## src/rtl/uart_bist_top.sv

```systemverilog
// -----------------------------------------------------------------------------
// uart_bist_top
// UART echo block with a built-in self-test mode.
//   Normal mode (op_mode=0): 8N1 frames on serial_in are received and every
//   byte with a good stop bit is retransmitted on serial_out.
//   BIST mode (op_mode=1): an LFSR byte sequence is sent through an internal
//   TX->RX loopback. Each returned byte is compared with what was sent, and any
//   mismatch or missing byte sets the sticky m_i_faulty flag.
//
// Ports:
//   clk          system clock
//   rst          synchronous active-high reset
//   serial_in    UART RX line, idle high
//   temp         receive inhibit (1 holds the receiver in IDLE)
//   op_mode      0 = normal echo, 1 = BIST
//   serial_out   UART TX line, idle high (held high in BIST mode)
//   baudrate_clk divided bit clock, period DIV clocks
//   m_i_faulty   sticky BIST fault flag
// -----------------------------------------------------------------------------
module uart_bist_top #(
    parameter int unsigned DIV           = 430,
    parameter int unsigned BIST_PATTERNS = 8,
    parameter logic [7:0]  LFSR_SEED     = 8'hA5,
    parameter bit          FAULT_INJECT  = 1'b0
) (
    input  logic clk,
    input  logic rst,
    input  logic serial_in,
    input  logic temp,
    input  logic op_mode,
    output logic serial_out,
    output logic baudrate_clk,
    output logic m_i_faulty
);

    localparam int CW = $clog2(DIV);
    localparam int PW = $clog2(BIST_PATTERNS + 1);
    localparam int TIMEOUT_TICKS = 12;
    localparam logic [7:0] FI_MASK = FAULT_INJECT ? 8'h01 : 8'h00;

    typedef enum logic [1:0] {RX_IDLE, RX_DATA, RX_STOP} rx_state_t;
    typedef enum logic [2:0] {TX_IDLE, TX_LOADED, TX_START, TX_DATA, TX_STOP} tx_state_t;
    typedef enum logic [1:0] {B_IDLE, B_LOAD, B_WAIT, B_DONE} bist_state_t;

    logic [CW-1:0] cnt;
    logic          tick;
    logic [1:0]    in_sync;
    logic          op_prev;
    logic          bist_enter;
    logic          force_idle;
    logic          rx_line;

    rx_state_t   rx_state, rx_state_n;
    logic [7:0]  rx_shift, rx_shift_n;
    logic [2:0]  rx_idx, rx_idx_n;
    logic [7:0]  rx_data, rx_data_n;
    logic        rx_valid, rx_valid_n;

    tx_state_t   tx_state, tx_state_n;
    logic [7:0]  tx_shift, tx_shift_n;
    logic [2:0]  tx_idx, tx_idx_n;
    logic        tx_line, tx_line_n;
    logic        tx_load;
    logic [7:0]  tx_byte;

    bist_state_t bist_state, bist_state_n;
    logic [7:0]  lfsr, lfsr_n;
    logic        lfsr_fb;
    logic [PW-1:0] pat_cnt, pat_cnt_n;
    logic [3:0]  tick_cnt, tick_cnt_n;
    logic        fault, fault_n;
    logic        bist_load;
    logic        bist_advance;

    // Baud generator: tick marks the last clock of each bit period; the
    // divided clock is registered so it leaves the chip glitch-free.
    always_ff @(posedge clk) begin
        if (rst) begin
            cnt          <= '0;
            baudrate_clk <= 1'b0;
        end else begin
            if (tick)
                cnt <= '0;
            else
                cnt <= cnt + 1'b1;
            baudrate_clk <= (cnt < CW'(DIV / 2));
        end
    end

    assign tick = (cnt == CW'(DIV - 1));

    // serial_in comes straight from a board pin, so it is synchronised before
    // use; bits are stable for a full period, so the delay costs nothing.
    // op_prev tracks the mode so both edges of op_mode can force RX/TX idle.
    always_ff @(posedge clk) begin
        if (rst) begin
            in_sync <= 2'b11;
            op_prev <= 1'b0;
        end else begin
            in_sync <= {in_sync[0], serial_in};
            op_prev <= op_mode;
        end
    end

    assign bist_enter = op_mode & ~op_prev;
    assign force_idle = op_mode ^ op_prev;
    assign rx_line    = op_mode ? tx_line : in_sync[1];

    // Receiver state register.
    always_ff @(posedge clk) begin
        if (rst) begin
            rx_state <= RX_IDLE;
            rx_shift <= '0;
            rx_idx   <= '0;
            rx_data  <= '0;
            rx_valid <= 1'b0;
        end else begin
            rx_state <= rx_state_n;
            rx_shift <= rx_shift_n;
            rx_idx   <= rx_idx_n;
            rx_data  <= rx_data_n;
            rx_valid <= rx_valid_n;
        end
    end

    // Receiver: one sample per tick, LSB first. temp only gates start
    // detection, so a frame already under way always completes.
    always_comb begin
        rx_state_n = rx_state;
        rx_shift_n = rx_shift;
        rx_idx_n   = rx_idx;
        rx_data_n  = rx_data;
        rx_valid_n = 1'b0;
        if (force_idle) begin
            rx_state_n = RX_IDLE;
        end else if (tick) begin
            case (rx_state)
                RX_IDLE: begin
                    if (!temp && !rx_line) begin
                        rx_state_n = RX_DATA;
                        rx_idx_n   = '0;
                    end
                end
                RX_DATA: begin
                    rx_shift_n = {rx_line, rx_shift[7:1]};
                    rx_idx_n   = rx_idx + 1'b1;
                    if (rx_idx == 3'd7)
                        rx_state_n = RX_STOP;
                end
                RX_STOP: begin
                    if (rx_line) begin
                        rx_valid_n = 1'b1;
                        rx_data_n  = rx_shift;
                    end
                    rx_state_n = RX_IDLE;
                end
                default: rx_state_n = RX_IDLE;
            endcase
        end
    end

    assign tx_load = op_mode ? bist_load : rx_valid;
    assign tx_byte = op_mode ? lfsr : rx_data;

    // Transmitter state register; the line is registered so serial_out only
    // changes on tick edges.
    always_ff @(posedge clk) begin
        if (rst) begin
            tx_state <= TX_IDLE;
            tx_shift <= '0;
            tx_idx   <= '0;
            tx_line  <= 1'b1;
        end else begin
            tx_state <= tx_state_n;
            tx_shift <= tx_shift_n;
            tx_idx   <= tx_idx_n;
            tx_line  <= tx_line_n;
        end
    end

    // Transmitter: a load is taken on any clock while idle, then the frame
    // starts on the next tick. Loads arriving while busy are ignored.
    always_comb begin
        tx_state_n = tx_state;
        tx_shift_n = tx_shift;
        tx_idx_n   = tx_idx;
        tx_line_n  = tx_line;
        if (force_idle) begin
            tx_state_n = TX_IDLE;
            tx_line_n  = 1'b1;
        end else begin
            case (tx_state)
                TX_IDLE: begin
                    tx_line_n = 1'b1;
                    if (tx_load) begin
                        tx_shift_n = tx_byte;
                        tx_state_n = TX_LOADED;
                    end
                end
                TX_LOADED: begin
                    if (tick) begin
                        tx_line_n  = 1'b0;
                        tx_state_n = TX_START;
                    end
                end
                TX_START: begin
                    if (tick) begin
                        tx_line_n  = tx_shift[0];
                        tx_idx_n   = '0;
                        tx_state_n = TX_DATA;
                    end
                end
                TX_DATA: begin
                    if (tick) begin
                        if (tx_idx == 3'd7) begin
                            tx_line_n  = 1'b1;
                            tx_state_n = TX_STOP;
                        end else begin
                            tx_line_n  = tx_shift[1];
                            tx_shift_n = {1'b0, tx_shift[7:1]};
                            tx_idx_n   = tx_idx + 1'b1;
                        end
                    end
                end
                TX_STOP: begin
                    if (tick)
                        tx_state_n = TX_IDLE;
                end
                default: begin
                    tx_state_n = TX_IDLE;
                    tx_line_n  = 1'b1;
                end
            endcase
        end
    end

    assign serial_out = op_mode ? 1'b1 : tx_line;

    // Fibonacci LFSR, x^8+x^6+x^5+x^4+1, shifting left.
    assign lfsr_fb = lfsr[7] ^ lfsr[5] ^ lfsr[4] ^ lfsr[3];

    // BIST state register.
    always_ff @(posedge clk) begin
        if (rst) begin
            bist_state <= B_IDLE;
            lfsr       <= LFSR_SEED;
            pat_cnt    <= '0;
            tick_cnt   <= '0;
            fault      <= 1'b0;
        end else begin
            bist_state <= bist_state_n;
            lfsr       <= lfsr_n;
            pat_cnt    <= pat_cnt_n;
            tick_cnt   <= tick_cnt_n;
            fault      <= fault_n;
        end
    end

    // BIST sequencer: send a pattern, wait for the looped-back byte or a
    // timeout, then step the LFSR. Leaving BIST mode aborts the run but keeps
    // the fault flag so software can still read the result.
    always_comb begin
        bist_state_n = bist_state;
        lfsr_n       = lfsr;
        pat_cnt_n    = pat_cnt;
        tick_cnt_n   = tick_cnt;
        fault_n      = fault;
        bist_load    = 1'b0;
        bist_advance = 1'b0;
        if (!op_mode) begin
            bist_state_n = B_IDLE;
        end else if (bist_enter) begin
            bist_state_n = B_LOAD;
            lfsr_n       = LFSR_SEED;
            pat_cnt_n    = '0;
            fault_n      = 1'b0;
        end else begin
            case (bist_state)
                B_LOAD: begin
                    bist_load    = 1'b1;
                    tick_cnt_n   = '0;
                    bist_state_n = B_WAIT;
                end
                B_WAIT: begin
                    if (rx_valid) begin
                        if ((rx_data ^ FI_MASK) != lfsr)
                            fault_n = 1'b1;
                        bist_advance = 1'b1;
                    end else if (tick) begin
                        if (tick_cnt == 4'(TIMEOUT_TICKS - 1)) begin
                            fault_n      = 1'b1;
                            bist_advance = 1'b1;
                        end else begin
                            tick_cnt_n = tick_cnt + 1'b1;
                        end
                    end
                    if (bist_advance) begin
                        lfsr_n    = {lfsr[6:0], lfsr_fb};
                        pat_cnt_n = pat_cnt + 1'b1;
                        if (pat_cnt == PW'(BIST_PATTERNS - 1))
                            bist_state_n = B_DONE;
                        else
                            bist_state_n = B_LOAD;
                    end
                end
                B_DONE:  bist_state_n = B_DONE;
                default: bist_state_n = B_IDLE;
            endcase
        end
    end

    assign m_i_faulty = fault;

endmodule

```

## config.mk

```make
export PLATFORM = sky130hd
export DESIGN_NAME = uart_bist_top
export DESIGN_NICKNAME = d
export VERILOG_FILES = /design/src/rtl/uart_bist_top.sv
export SDC_FILE = /design/constraint.sdc
export NUM_CORES = 1
export LEC_CHECK = 0
export ABC_AREA = 0
export BUFFER_PORTS_ARGS = -buffer_cell sky130_fd_sc_hd__clkbuf_2
export CORE_UTILIZATION = 40
export DETAILED_ROUTE_END_ITERATION = 6
export REMOVE_ABC_BUFFERS = 1
export SYNTH_ARGS = -nofsm -noshare
export SYNTH_HDL_FRONTEND = slang
export SYNTH_SLANG_ARGS = --single-unit
```

## constraint.sdc

```tcl
create_clock -name clk -period 4.1 [get_ports clk]
set_input_delay 0.205 -clock clk [delete_from_list [all_inputs] [get_ports clk]]
set_output_delay 0.205 -clock clk [all_outputs]
set_load 0.02 [all_outputs]
```

Word level (Yosys, flattened, before mapping)
Index checks and enable logic that the tools add are counted.
Word-level totals
  memories kept: 0
  output and inout port bits: 3
  ROM bits: 0
  bits of input ports: 5
  latch bits: 0
  flip-flop bits (word level): 69
  bits in writable memories: 0
  word-level logic and storage cells: 153
Cells by class
  shift operators: 0
  magnitude comparators: 1
  divide/modulo/power cells: 0
  muxes and demuxes: 57
  reductions and logical operators: 29
  eq/ne operators: 30
  multiply operators: 0
  add/subtract/negate cells: 5
  bitwise operators: 12
Operator list (count)
  two-way mux 8 bit: 7
  two-way mux 3 bit: 9
  != test 2 bit (second input constant): 13
  two-way mux 4 bit: 6
  two-way mux 1 bit: 23
  case mux 8 bit (2 select lines): 1
  case mux 3 bit (5 select lines): 1
  AND reduction 5 bit: 3
  case mux 3 bit (2 select lines): 2
  AND reduction 4 bit: 3
  AND reduction 6 bit: 2
  nonzero test 2 bit: 6
  adder 9 x 1 -> 9 bit (second input constant): 1
  equality test 3 bit (second input constant): 3
  equality test 9 bit (second input constant): 1
  < comparator 9 x 8 -> 1 bit (second input constant): 1
  AND reduction 3 bit: 3
  adder 4 x 1 -> 4 bit (second input constant): 2
  two-way mux 2 bit: 4
  != test 8 bit: 1
  case mux 4 bit (2 select lines): 1
  NOT 1 bit: 7
  adder 3 x 1 -> 3 bit (second input constant): 2
  equality test 2 bit (second input constant): 3
  other kinds (20): 29

Logic depth before layout (Yosys ltp)
Gate-level depths: netlist (run 1).
  word-level depth: 10
  mapped depth: 8
  mapped depth without buffers: 6

Least setup slack after synthesis (run 1)
OpenSTA, ideal clock, no wires.
  kind: register to register
  start: register bist_state[0]
  end: register tick_cnt[2]
  clock period less this slack: 1.932 ns
  data arrival time: 1.857 ns
  library setup time: 0.074 ns
  cell stages (with the launch flop): 7
  required time: 4.026 ns
  setup slack: 2.168 ns
  buffers on the path: 0
  cells stage by stage: dfxtp_1 -> inv_1 -> ha_1 -> or3b_1 -> nand2b_4 -> or4_1 -> a31oi_1
On the way
  cells in the longest elaborated chain, start to end: 3
  elaborated cells on any way between the ends: 8
  those cells by class: eq/ne: 5; mux: 1; reduce/logical: 2
Ends and longest elaborated chain
  start: declaration: line 66  | bist_state_t bist_state, bist_state_n;
  start signal: assignment: line 251  | bist_state <= bist_state_n;
  equality test 2 bit or equality test 2 x 1 -> 1 bit (tied branches): line 278  | case (bist_state)
  != test 2 bit (no source line) or nonzero test 2 bit (tied branches)
  AND reduction 6 bit (no source line)
  end signal: assignment: line 254  | tick_cnt <= tick_cnt_n;
  end: declaration: line 70  | logic [3:0] tick_cnt, tick_cnt_n;
Parallel ways exist; a longest one is shown, timed or not.
A chain may end at the register's enable or synchronous reset.

Worst setup path after layout (run 1)
  start: register cnt[0]
  end: register tx_idx[0]
On the way
  cells in the longest elaborated chain, start to end: 3
  elaborated cells on any way between the ends: 4
  those cells by class: eq/ne: 3; reduce/logical: 1
Ends and longest elaborated chain
  start: declaration: line 45  | logic [CW-1:0] cnt;
  start signal: assignment: line 85  | cnt <= cnt + 1'b1;
  equality test 9 bit *: line 90  | assign tick = (cnt == CW'(DIV - 1));
  != test 2 bit (no source line)
  AND reduction 5 bit (no source line) *
  end signal: assignment: line 176  | tx_idx <= tx_idx_n;
  end: declaration: line 61  | logic [2:0] tx_idx, tx_idx_n;
Mark *: on every way between the ends. The rest lies on a longest branch, timed or not.

==> summary.json, run 1 <==
{
  "run_status": {
    "status": "finished clean"
  },
  "global_routing": {
    "grt_pass1_vias": 2639,
    "global_route_usage_over_all_layers_pct": 18.4,
    "global_route_wire_length_before_repair_um": 12900,
    "globalRoute.totalOverflow": 0,
    "maximum_number_of_pins_on_one_net_before_global_route_repair": 38,
    "grt_antenna_before_repair": 0
  },
  "logic_synthesis": {
    "synth_edf_count": 0,
    "mappedNetlistArea_mm2": 0.00349,
    "sequential_element_share_of_the_synthesized_area_pct": 39.5,
    "syn-instance-count": 383,
    "postSynthAreaPerCell_um2": 9.12,
    "yosysUniqueCellTypes": 58,
    "synth_ff_type": "dfxtp_1",
    "synth.ff_latch_count": 69,
    "synth_async_sr_flop_share_pct": 0,
    "synthesis.yosys.warnings": 0
  },
  "floorplanning": {
    "dieHeight_um": 95.5,
    "die_area_mm2": 0.00911,
    "core_mm2": 0.00834,
    "placementRows": 33,
    "die_width_um": 95.5,
    "initial_utilization_pct": 41.9,
    "number_of_top_level_pins": 8
  },
  "clock_tree": {
    "cts_hold_buf": 0,
    "clock_sinks": 69,
    "insertion_delay_ns": 0.36,
    "clk_root_buffer_cell": "clkbuf_8",
    "clk_pin_slew_ns": 0.08,
    "post-cts-setup-buffers": 0,
    "cts_max_level": 3,
    "max-clock-path-buffers": 2,
    "cts_made_buffers": 9,
    "number_of_resized_instances_in_the_post_cts_repair_step": 0,
    "cts_tree": "done"
  },
  "drt": {
    "iter_0_drt_violations": 156,
    "wire_per_inst_um": 15.4,
    "dr_pass1_iterations": 5,
    "route.vias.total": 2802,
    "totalWireLength_um": 7540,
    "post-route-drc-count": 0,
    "detail_route.vias_per_cell": 5.71,
    "antenna_violating_nets_post_route": 0
  },
  "critical_path": {
    "critical_path_arrival_ns": 2.54,
    "critPathMaxFanout": 18,
    "worstPathCellList": "ha_1 -> and4bb_1 -> nand3_1 -> or4_1 -> a21oi_1",
    "cpMaxStageDelayCell": "or4_1",
    "cp_data_required_time_ns": 4.38,
    "critPathCaptureType": "register",
    "timing_worst_setup_path_type": "register to register",
    "critical_path.max_stage_delay_ns": 0.60,
    "worst_setup_path_start_kind": "register"
  },
  "timing": {
    "setup_failing_eps_final": 0,
    "fmaxAchievable_mhz": 442,
    "setup_repair_after_global_routing_missed_its_margin": "no",
    "final_max_slew_viol_count": 0,
    "post-route-min-period_ns": 2.26,
    "finalClockSkew_ns": 0.0115,
    "timing.slew.headroom_pct": 46.0,
    "final_min_period_over_clock_period_pct": 55.2,
    "worst_slew_pin_slew_ns": 0.809,
    "timing.final.hold_violations": 0,
    "setup_total_negative_slack_ns": 0
  },
  "place": {
    "port_buffer_count": 7,
    "gpl.final_weighted_congestion": 0.797,
    "place_inst": 475,
    "placement.cell_area_mm2": 0.00357,
    "dp_hpwl_um": 5220
  },
  "final_layout": {
    "nNetsFinal": 398,
    "area.growth.synth_to_final_pct": 8.74,
    "final_core_util_pct": 45.6,
    "nFillCells": 819,
    "layout-drive-gt1-share_pct": 11.1,
    "num_antenna_cells": 0,
    "finish.instance_area_mm2": 0.00380,
    "final_cell_count_no_fill": 491
  },
  "hold_path": {
    "worstHoldPathType": "input port to register"
  },
  "power_and_ir_drop": {
    "power_density_mw_per_mm2": 365,
    "leakage_uw": 0.00143,
    "irDropWorstVdd_mv": 0.176
  },
  "flow_run": {
    "maxCapViolations": 0
  }
}
-- state kept, by name, summed over array words and instances, names as in the netlist, 2 cells and up --
register    cells
in_sync         2
tx_idx          3
rx_state        2
cnt             9
rx_data         8
tx_shift        8
pat_cnt         4
rx_shift        8
bist_state      2
tick_cnt        4
lfsr            8
rx_idx          3
tx_state        3
-- placed cells by master (no fill, tap or decap), types with 6 or more instances in the layout --
| cell type | n |
|---|---|
| mux2_2 | 7 |
| o31ai_1 | 10 |
| mux2i_1 | 18 |
| o21ai_0 | 19 |
| xnor2_1 | 14 |
| nor3_1 | 7 |
| clkbuf_8 | 9 |
| nor2_1 | 28 |
| a21oi_1 | 32 |
| nor2b_1 | 6 |
| inv_1 | 9 |
| ha_1 | 12 |
| dfxtp_1 | 69 |
| nand3_1 | 21 |
| clkbuf_2 | 7 |
| nand2_1 | 19 |
| or4_1 | 8 |
-- through the flow --
stage | hold slack, ns | power (uW) | worst slack, ns
2_1_floorplan | 0.274 | 733 | 2.08
3_5_place_dp | 0.391 | 757 | 1.56
6_report | 0.0283 | 1390 | 1.84
3_3_place_gp | 0.391 | 756 | 1.64
5_1_grt | 0.0224 | 1440 | 1.52
4_1_cts | 0.00540 | 1410 | 1.80
-- final timing paths --
path | cells after the start | slack (ns) | endpoint | start
setup / recovery | 5 | 1.84 | tx_idx[0]$_SDFFE_PP0P_ | cnt[0]$_SDFF_PP0_
hold / removal | 2 | 0.03 | in_sync[0]$_SDFF_PP1_ | serial_in
setup reg to reg | 5 | 1.84 | tx_idx[0]$_SDFFE_PP0P_ | cnt[0]$_SDFF_PP0_
hold reg to reg | 1 | 0.41 | in_sync[1]$_SDFF_PP1_ | in_sync[0]$_SDFF_PP1_
-- cell families (layout without fill, tap and decap cells) --
kind of cell | after synthesis | count (layout) | share of synthesized area [%]
DFF | 69 | 69 | 39.5
AOI/OAI and AO/OA | 97 | 97 | 18.7
buffers and inverters | 30 | 33 | 3.76
adders and majority gates | 12 | 12 | 4.30
muxes | 25 | 25 | 7.41
xor gates and xnor gates | 19 | 19 | 4.76
and+or+nand+nor | 131 | 131 | 21.6
-- worst max-delay path: cells and delay by family, from the launching register on --
family          cells  cell delay, ns
simple gates        3            1.41
fa+ha+maj           1            0.23
compound gates      1            0.14
flops               1            0.40
-- final cells by class --
| cell class | instances | area, um2 | share of cell area [%] |
|---|---|---|---|
| clock buffer | 9 | 124 | 3.26 |
| clock inverter | 7 | 105 | 2.77 |
| inverter | 9 | 33.8 | 0.889 |
| multi-input combinational | 284 | 1980 | 52.2 |
| sequential | 69 | 1380 | 36.4 |
| tap | 105 | 131 | 3.46 |
| timing repair buffer | 8 | 42.5 | 1.12 |
-- synth_stat cells, drive strengths merged (4+ instances only) --
| master | n | area, um2 |
|---|---|---|
| a21oi | 33 | 169 |
| a22o | 5 | 43.8 |
| and3 | 4 | 25.0 |
| buf | 10 | 56.3 |
| clkbuf | 11 | 41.3 |
| dfxtp | 69 | 1380 |
| ha | 12 | 150 |
| inv | 9 | 33.8 |
| mux2 | 7 | 78.8 |
| mux2i | 18 | 180 |
| nand2 | 19 | 71.3 |
| nand3 | 21 | 105 |
| nand3b | 4 | 30.0 |
| nand4 | 5 | 31.3 |
| nor2 | 28 | 105 |
| nor2b | 6 | 37.5 |
| nor3 | 7 | 35.0 |
| o211ai | 4 | 30.0 |
| o21ai | 19 | 95.1 |
| o31ai | 10 | 75.1 |
| or2 | 4 | 25.0 |
| or3 | 4 | 25.0 |
| or4 | 9 | 71.3 |
| xnor2 | 14 | 123 |
| xor2 | 5 | 43.8 |
-- power breakdown --
part	total (uW)	switching (uW)	internal, uW
clock	647	295	352
sequential	681	5.76	676
combinational	59.7	38.7	21.0
total	1390	339	1050
-- per-layer routing --
metal  vias to the layer above  global-route usage [%]  share of wire (%)
li1                       1413                       -                  -
met1                      1312                    25.0                 51
met2                        62                    27.7                 42
met3                        15                    4.47                4.5
met4                         0                    7.71                1.7
met5                         -                       0                  0
No activity file was read; power rests on OpenSTA's default activity.
==> run 2: changes to the inputs <==
--- a/config.mk
+++ b/config.mk
@@ -5,7 +5,7 @@
 export SDC_FILE = /design/constraint.sdc
 export NUM_CORES = 1
 export LEC_CHECK = 0
-export ABC_AREA = 0
+export ABC_AREA = 1
 export BUFFER_PORTS_ARGS = -buffer_cell sky130_fd_sc_hd__clkbuf_2
 export CORE_UTILIZATION = 40
 export DETAILED_ROUTE_END_ITERATION = 6
==> constraint.sdc (replaced) <==
create_clock -name clk -period 2.4 [get_ports clk]
set_input_delay 0.12 -clock clk [delete_from_list [all_inputs] [get_ports clk]]
set_output_delay 0.12 -clock clk [all_outputs]
set_load 0.02 [all_outputs]
==> run 2 against run 1 <==
  * The run now ends with design-rule violations left
  * Worst setup slack worse by 1.3 ns
  * Non-clock buffer count up 2
  * First-iteration DRC count shrank 35%
  * Synthesized area increased by 1.7%
  * Wire length decreased by 3.2%
  * Clock power rose by 62%
  * Power increased by 89%
  * Hold slack better by 0.086 ns
  * Sequential cell count did not move
  * Clock-buffer cell count grew 2
  * Final cell count rose by 35%
  * Global-route usage decreased by 0.43 points
  * Critical path type unchanged
  * Critical endpoint is now tx_shift[0]$_SDFFE_PP0P_
  * Largest cell class unchanged
  * Largest power group unchanged
  * Highest routed layer unchanged
==> summary.json, run 2 <==
{
  "run_status": {
    "status": {"value": "complete, but fails checks", "change": "was finished clean"},
    "failed_checks": "design-rule violations"
  },
  "global_routing": {
    "grt_pass1_vias": {"value": 2816, "change": "was 2639"},
    "global_route_usage_over_all_layers": {"value": 18.0, "unit": "%", "change": "was 18.4%"},
    "globalRouteMet1Util": {"value": 22.5, "unit": "%", "change": "was 25.0%"},
    "maximum_number_of_pins_on_one_net_before_global_route_repair": {"value": 42, "change": "was 38"},
    "groute.layer.met3.usage": {"value": 2.84, "unit": "%", "change": "was 4.47%"},
    "busiest_layer": {"value": "met2", "change": "unchanged"},
    "globalRoute.totalOverflow": {"value": 0, "change": "unchanged"},
    "grt_antenna_before_repair": {"value": 0, "change": "unchanged"},
    "globalRouteMet2Util": {"value": 29.3, "unit": "%", "change": "was 27.7%"},
    "global_route_wire_length_before_repair": {"value": 12600, "unit": "um", "change": "was 12900 um"}
  },
  "critical_path": {
    "critical_path_arrival": {"value": 2.11, "unit": "ns", "change": "was 2.54 ns"},
    "worst_setup_path_start_kind": {"value": "register", "change": "unchanged"},
    "top_cell_family_by_delay_on_the_critical_path": {"value": "simple AND/OR/NAND/NOR gates", "change": "unchanged"},
    "critPathMaxFanout": {"value": 16, "change": "was 18"},
    "timing_worst_setup_path_type": {"value": "register to register", "change": "unchanged"},
    "worstPathCellList": {"value": "inv_1 -> ha_1 -> inv_1 -> nand3_1 -> nand2_1 -> nor2_1 -> inv_1 -> nand2_2 -> nor2_4 -> nand2_1 -> nand2_1 -> nor2_1", "change": "was ha_1 -> and4bb_1 -> nand3_1 -> or4_1 -> a21oi_1"},
    "critical_path.max_stage_delay": {"value": 0.31, "unit": "ns", "change": "was 0.60 ns"},
    "cpMaxStageDelayCell": {"value": "dfxtp_1", "change": "was or4_1"},
    "worst-path-buf-inv": {"value": 3, "change": "was 0"},
    "cp_data_required_time": {"value": 2.65, "unit": "ns", "change": "was 4.38 ns"},
    "critPathCaptureType": {"value": "register", "change": "unchanged"}
  },
  "logic_synthesis": {
    "synthesis.yosys.warnings": {"value": 0, "change": "unchanged"},
    "synth.ff_latch_count": {"value": 69, "change": "unchanged"},
    "mappedNetlistArea": {"value": 0.00355, "unit": "mm2", "change": "was 0.00349 mm2"},
    "synth_top_cells_by_area": {"value": "dfxtp_1 39%, nand2_1 16%, nor2_1 12%", "change": "was dfxtp_1 40%, mux2i_1 5.2%, a21oi_1 4.6%"},
    "postSynthAreaPerCell": {"value": 6.53, "unit": "um2", "change": "was 9.12 um2"},
    "synth.cells.most_frequent": {"value": "152 x nand2_1, 112 x nor2_1, 69 x dfxtp_1", "change": "was 69 x dfxtp_1, 32 x a21oi_1, 28 x nor2_1"},
    "sequential_element_share_of_the_synthesized_area": {"value": 38.9, "unit": "%", "change": "was 39.5%"},
    "post-synth-top-count-cell": {"value": "nand2_1", "change": "was dfxtp_1"},
    "synth_edf_count": {"value": 0, "change": "unchanged"},
    "yosysUniqueCellTypes": {"value": 30, "change": "was 58"},
    "synth_ff_type": {"value": "dfxtp_1", "change": "unchanged"},
    "synth_async_sr_flop_share": {"value": 0, "unit": "%", "change": "unchanged"},
    "synth_top_area_share": {"value": 38.9, "unit": "%", "change": "was 39.5%"},
    "synth_top_area_cell": {"value": "dfxtp_1", "change": "unchanged"},
    "syn-instance-count": {"value": 544, "change": "was 383"}
  },
  "timing": {
    "worst_slew_pin_slew": {"value": 0.401, "unit": "ns", "change": "was 0.809 ns"},
    "finalClockSkew": {"value": 0.00817, "unit": "ns", "change": "was 0.0115 ns"},
    "timing.slew.headroom": {"value": 73.1, "unit": "%", "change": "was 46.0%"},
    "fmaxAchievable": {"value": 536, "unit": "MHz", "change": "was 442 MHz"},
    "post-route-min-period": {"value": 1.86, "unit": "ns", "change": "was 2.26 ns"},
    "timing.final.hold_violations": {"value": 0, "change": "unchanged"},
    "setup_total_negative_slack": {"value": 0, "unit": "ns", "change": "unchanged"},
    "final_max_slew_viol_count": {"value": 0, "change": "unchanged"},
    "setup_failing_eps_final": {"value": 0, "change": "unchanged"},
    "setup_repair_after_global_routing_missed_its_margin": {"value": "no", "change": "unchanged"},
    "final_min_period_over_clock_period": {"value": 77.7, "unit": "%", "change": "was 55.2%"}
  },
  "clock_tree": {
    "clock_sinks": {"value": 69, "change": "unchanged"},
    "number_of_resized_instances_in_the_post_cts_repair_step": {"value": 0, "change": "unchanged"},
    "post-cts-setup-buffers": {"value": 0, "change": "unchanged"},
    "clk_pin_slew": {"value": 0.08, "unit": "ns", "change": "about the same"},
    "cts_tree": {"value": "done", "change": "unchanged"},
    "clk_root_buffer_cell": {"value": "clkbuf_8", "change": "unchanged"},
    "cts_max_level": {"value": 3, "change": "unchanged"},
    "cts_made_buffers": {"value": 9, "change": "unchanged"},
    "max-clock-path-buffers": {"value": 2, "change": "unchanged"},
    "insertion_delay": {"value": 0.35, "unit": "ns", "change": "was 0.36 ns"}
  },
  "final_layout": {
    "area.growth.synth_to_final": {"value": 9.61, "unit": "%", "change": "was 8.74%"},
    "nFillCells": {"value": 914, "change": "was 819"},
    "nNetsFinal": {"value": 569, "change": "was 398"},
    "num_antenna_cells": {"value": 0, "change": "unchanged"},
    "finish.instance_area": {"value": 0.00390, "unit": "mm2", "change": "was 0.00380 mm2"},
    "layout.cells.most_common_list": {"value": "152 x nand2_1, 112 x nor2_1, 69 x dfxtp_1, 52 x inv_1, 39 x o21ai_0", "change": "was 69 x dfxtp_1, 32 x a21oi_1, 28 x nor2_1, 21 x nand3_1"},
    "layout-drive-gt1-share": {"value": 8.63, "unit": "%", "change": "was 11.1%"},
    "largest_reg_flops": {"value": 9, "change": "unchanged"},
    "regMostFlops": {"value": "cnt", "change": "unchanged"},
    "layout_commonest_cell": {"value": "nand2_1", "change": "was dfxtp_1"}
  },
  "place": {
    "placement.cell_area": {"value": 0.00367, "unit": "mm2", "change": "was 0.00357 mm2"},
    "dp_hpwl": {"value": 5360, "unit": "um", "change": "was 5220 um"},
    "gpl.final_weighted_congestion": {"value": 0.806, "change": "was 0.797"},
    "port_buffer_count": {"value": 7, "change": "unchanged"}
  },
  "power_and_ir_drop": {
    "leakage": {"value": 0.00176, "unit": "uW", "change": "was 0.00143 uW"},
    "power_density": {"value": 672, "unit": "mW/mm2", "change": "was 365 mW/mm2"},
    "irDropWorstVdd": {"value": 0.326, "unit": "mV", "change": "was 0.176 mV"}
  },
  "drt": {
    "wire_per_inst": {"value": 11.0, "unit": "um", "change": "was 15.4 um"},
    "detail_route.vias_per_cell": {"value": 4.76, "change": "was 5.71"},
    "totalWireLength": {"value": 7300, "unit": "um", "change": "was 7540 um"},
    "post-route-drc-count": {"value": 1, "change": "was 0"},
    "route.vias.total": {"value": 3159, "change": "was 2802"},
    "iter_0_drt_violations": {"value": 102, "change": "was 156"},
    "dr_pass1_iterations": {"value": 6, "change": "was 5"},
    "antenna_violating_nets_post_route": {"value": 0, "change": "unchanged"}
  },
  "floorplanning": {
    "die_width": {"value": 96.3, "unit": "um", "change": "was 95.5 um"},
    "placementRows": {"value": 34, "change": "was 33"},
    "number_of_top_level_pins": {"value": 8, "change": "unchanged"},
    "initial_utilization": {"value": 41.0, "unit": "%", "change": "was 41.9%"},
    "die_area": {"value": 0.00927, "unit": "mm2", "change": "was 0.00911 mm2"},
    "dieHeight": {"value": 96.3, "unit": "um", "change": "was 95.5 um"},
    "core": {"value": 0.00868, "unit": "mm2", "change": "was 0.00834 mm2"}
  },
  "flow_run": {
    "maxCapViolations": {"value": 0, "change": "unchanged"}
  },
  "hold_path": {
    "worstHoldPathType": {"value": "input port to register", "change": "unchanged"}
  }
}
==> run 2: cell types whose count changed after synthesis, sizes merged, moves of 16 or more <==
| cell | delta |
|---|---|
| inv | +49 |
| a21oi | -16 |
| o21ai | +22 |
| nor2 | +89 |
| nand2 | +139 |
| mux2i | -18 |
==> run 2: stage by stage <==
stage | cells | hold slack [ns] | utilization (%) | setup slack [ns] | total power, uW
2_1_floorplan | 531 | 0.189 | - | 0.820 | 1510
3_3_place_gp | 648 | 0.303 | 42.3 | 0.598 | 1580
3_5_place_dp | 648 | 0.308 | 42.3 | 0.549 | 1590
4_1_cts | 664 | 0.108 | 44.9 | 0.536 | 2650
5_1_grt | 664 | 0.133 | 44.9 | 0.304 | 2750
6_report | 664 | 0.115 | 44.9 | 0.535 | 2620
==> run 2: metal layers <==
layer,vias to the layer above,part of all wire [%]
li1,1713,-
met1,1412,52
met2,21,44
met3,13,1.5
met4,0,2.3
met5,-,0
==> run 2: cell families (layout without fill, tap and decap cells) <==
family          after synthesis  count (layout)  share of synthesized area (%)
simple gates                324             324                           38.3
buf+inv                      71              83                           8.03
flops                        69              69                           38.9
compound gates               60              60                           8.59
fa+ha+maj                    12              12                           4.22
xor+xnor                      8               8                           1.97
==> run 2: worst paths after layout <==
path | from | end | slack [ns] | depth (start not counted)
worst max-delay path | op_prev$_SDFF_PP0_ | tx_shift[0]$_SDFFE_PP0P_ | 0.54 | 12
worst min-delay path | rst | rx_idx[1]$_SDFFE_PP0P_ | 0.11 | 2
worst max register to register | op_prev$_SDFF_PP0_ | tx_shift[0]$_SDFFE_PP0P_ | 0.54 | 12
worst min register to register | in_sync[0]$_SDFF_PP1_ | in_sync[1]$_SDFF_PP1_ | 0.43 | 1
==> run 2: area by class of cell <==
class	instances	area, um2	share of cell area, %
flip-flops and latches	69	1380	35.5
well taps	108	135	3.47
clock inverters	4	72.6	1.86
multi-input cells	404	1890	48.5
inverters	58	218	5.59
repair buffers	10	60.1	1.54
clock buffers	11	141	3.63
==> run 2: repair_timing <==
action | CTS | global route
endpoints found under the hold margin | 1 | 0
setup endpoints to repair | 0 | 0
hold buffers | 1 | 0
==> run 2: report_power, final <==
group | switching (uW) | internal, uW | total [uW]
clock | 445 | 607 | 1050
sequential | 44.7 | 1200 | 1250
combinational | 209 | 113 | 322
total | 699 | 1920 | 2620
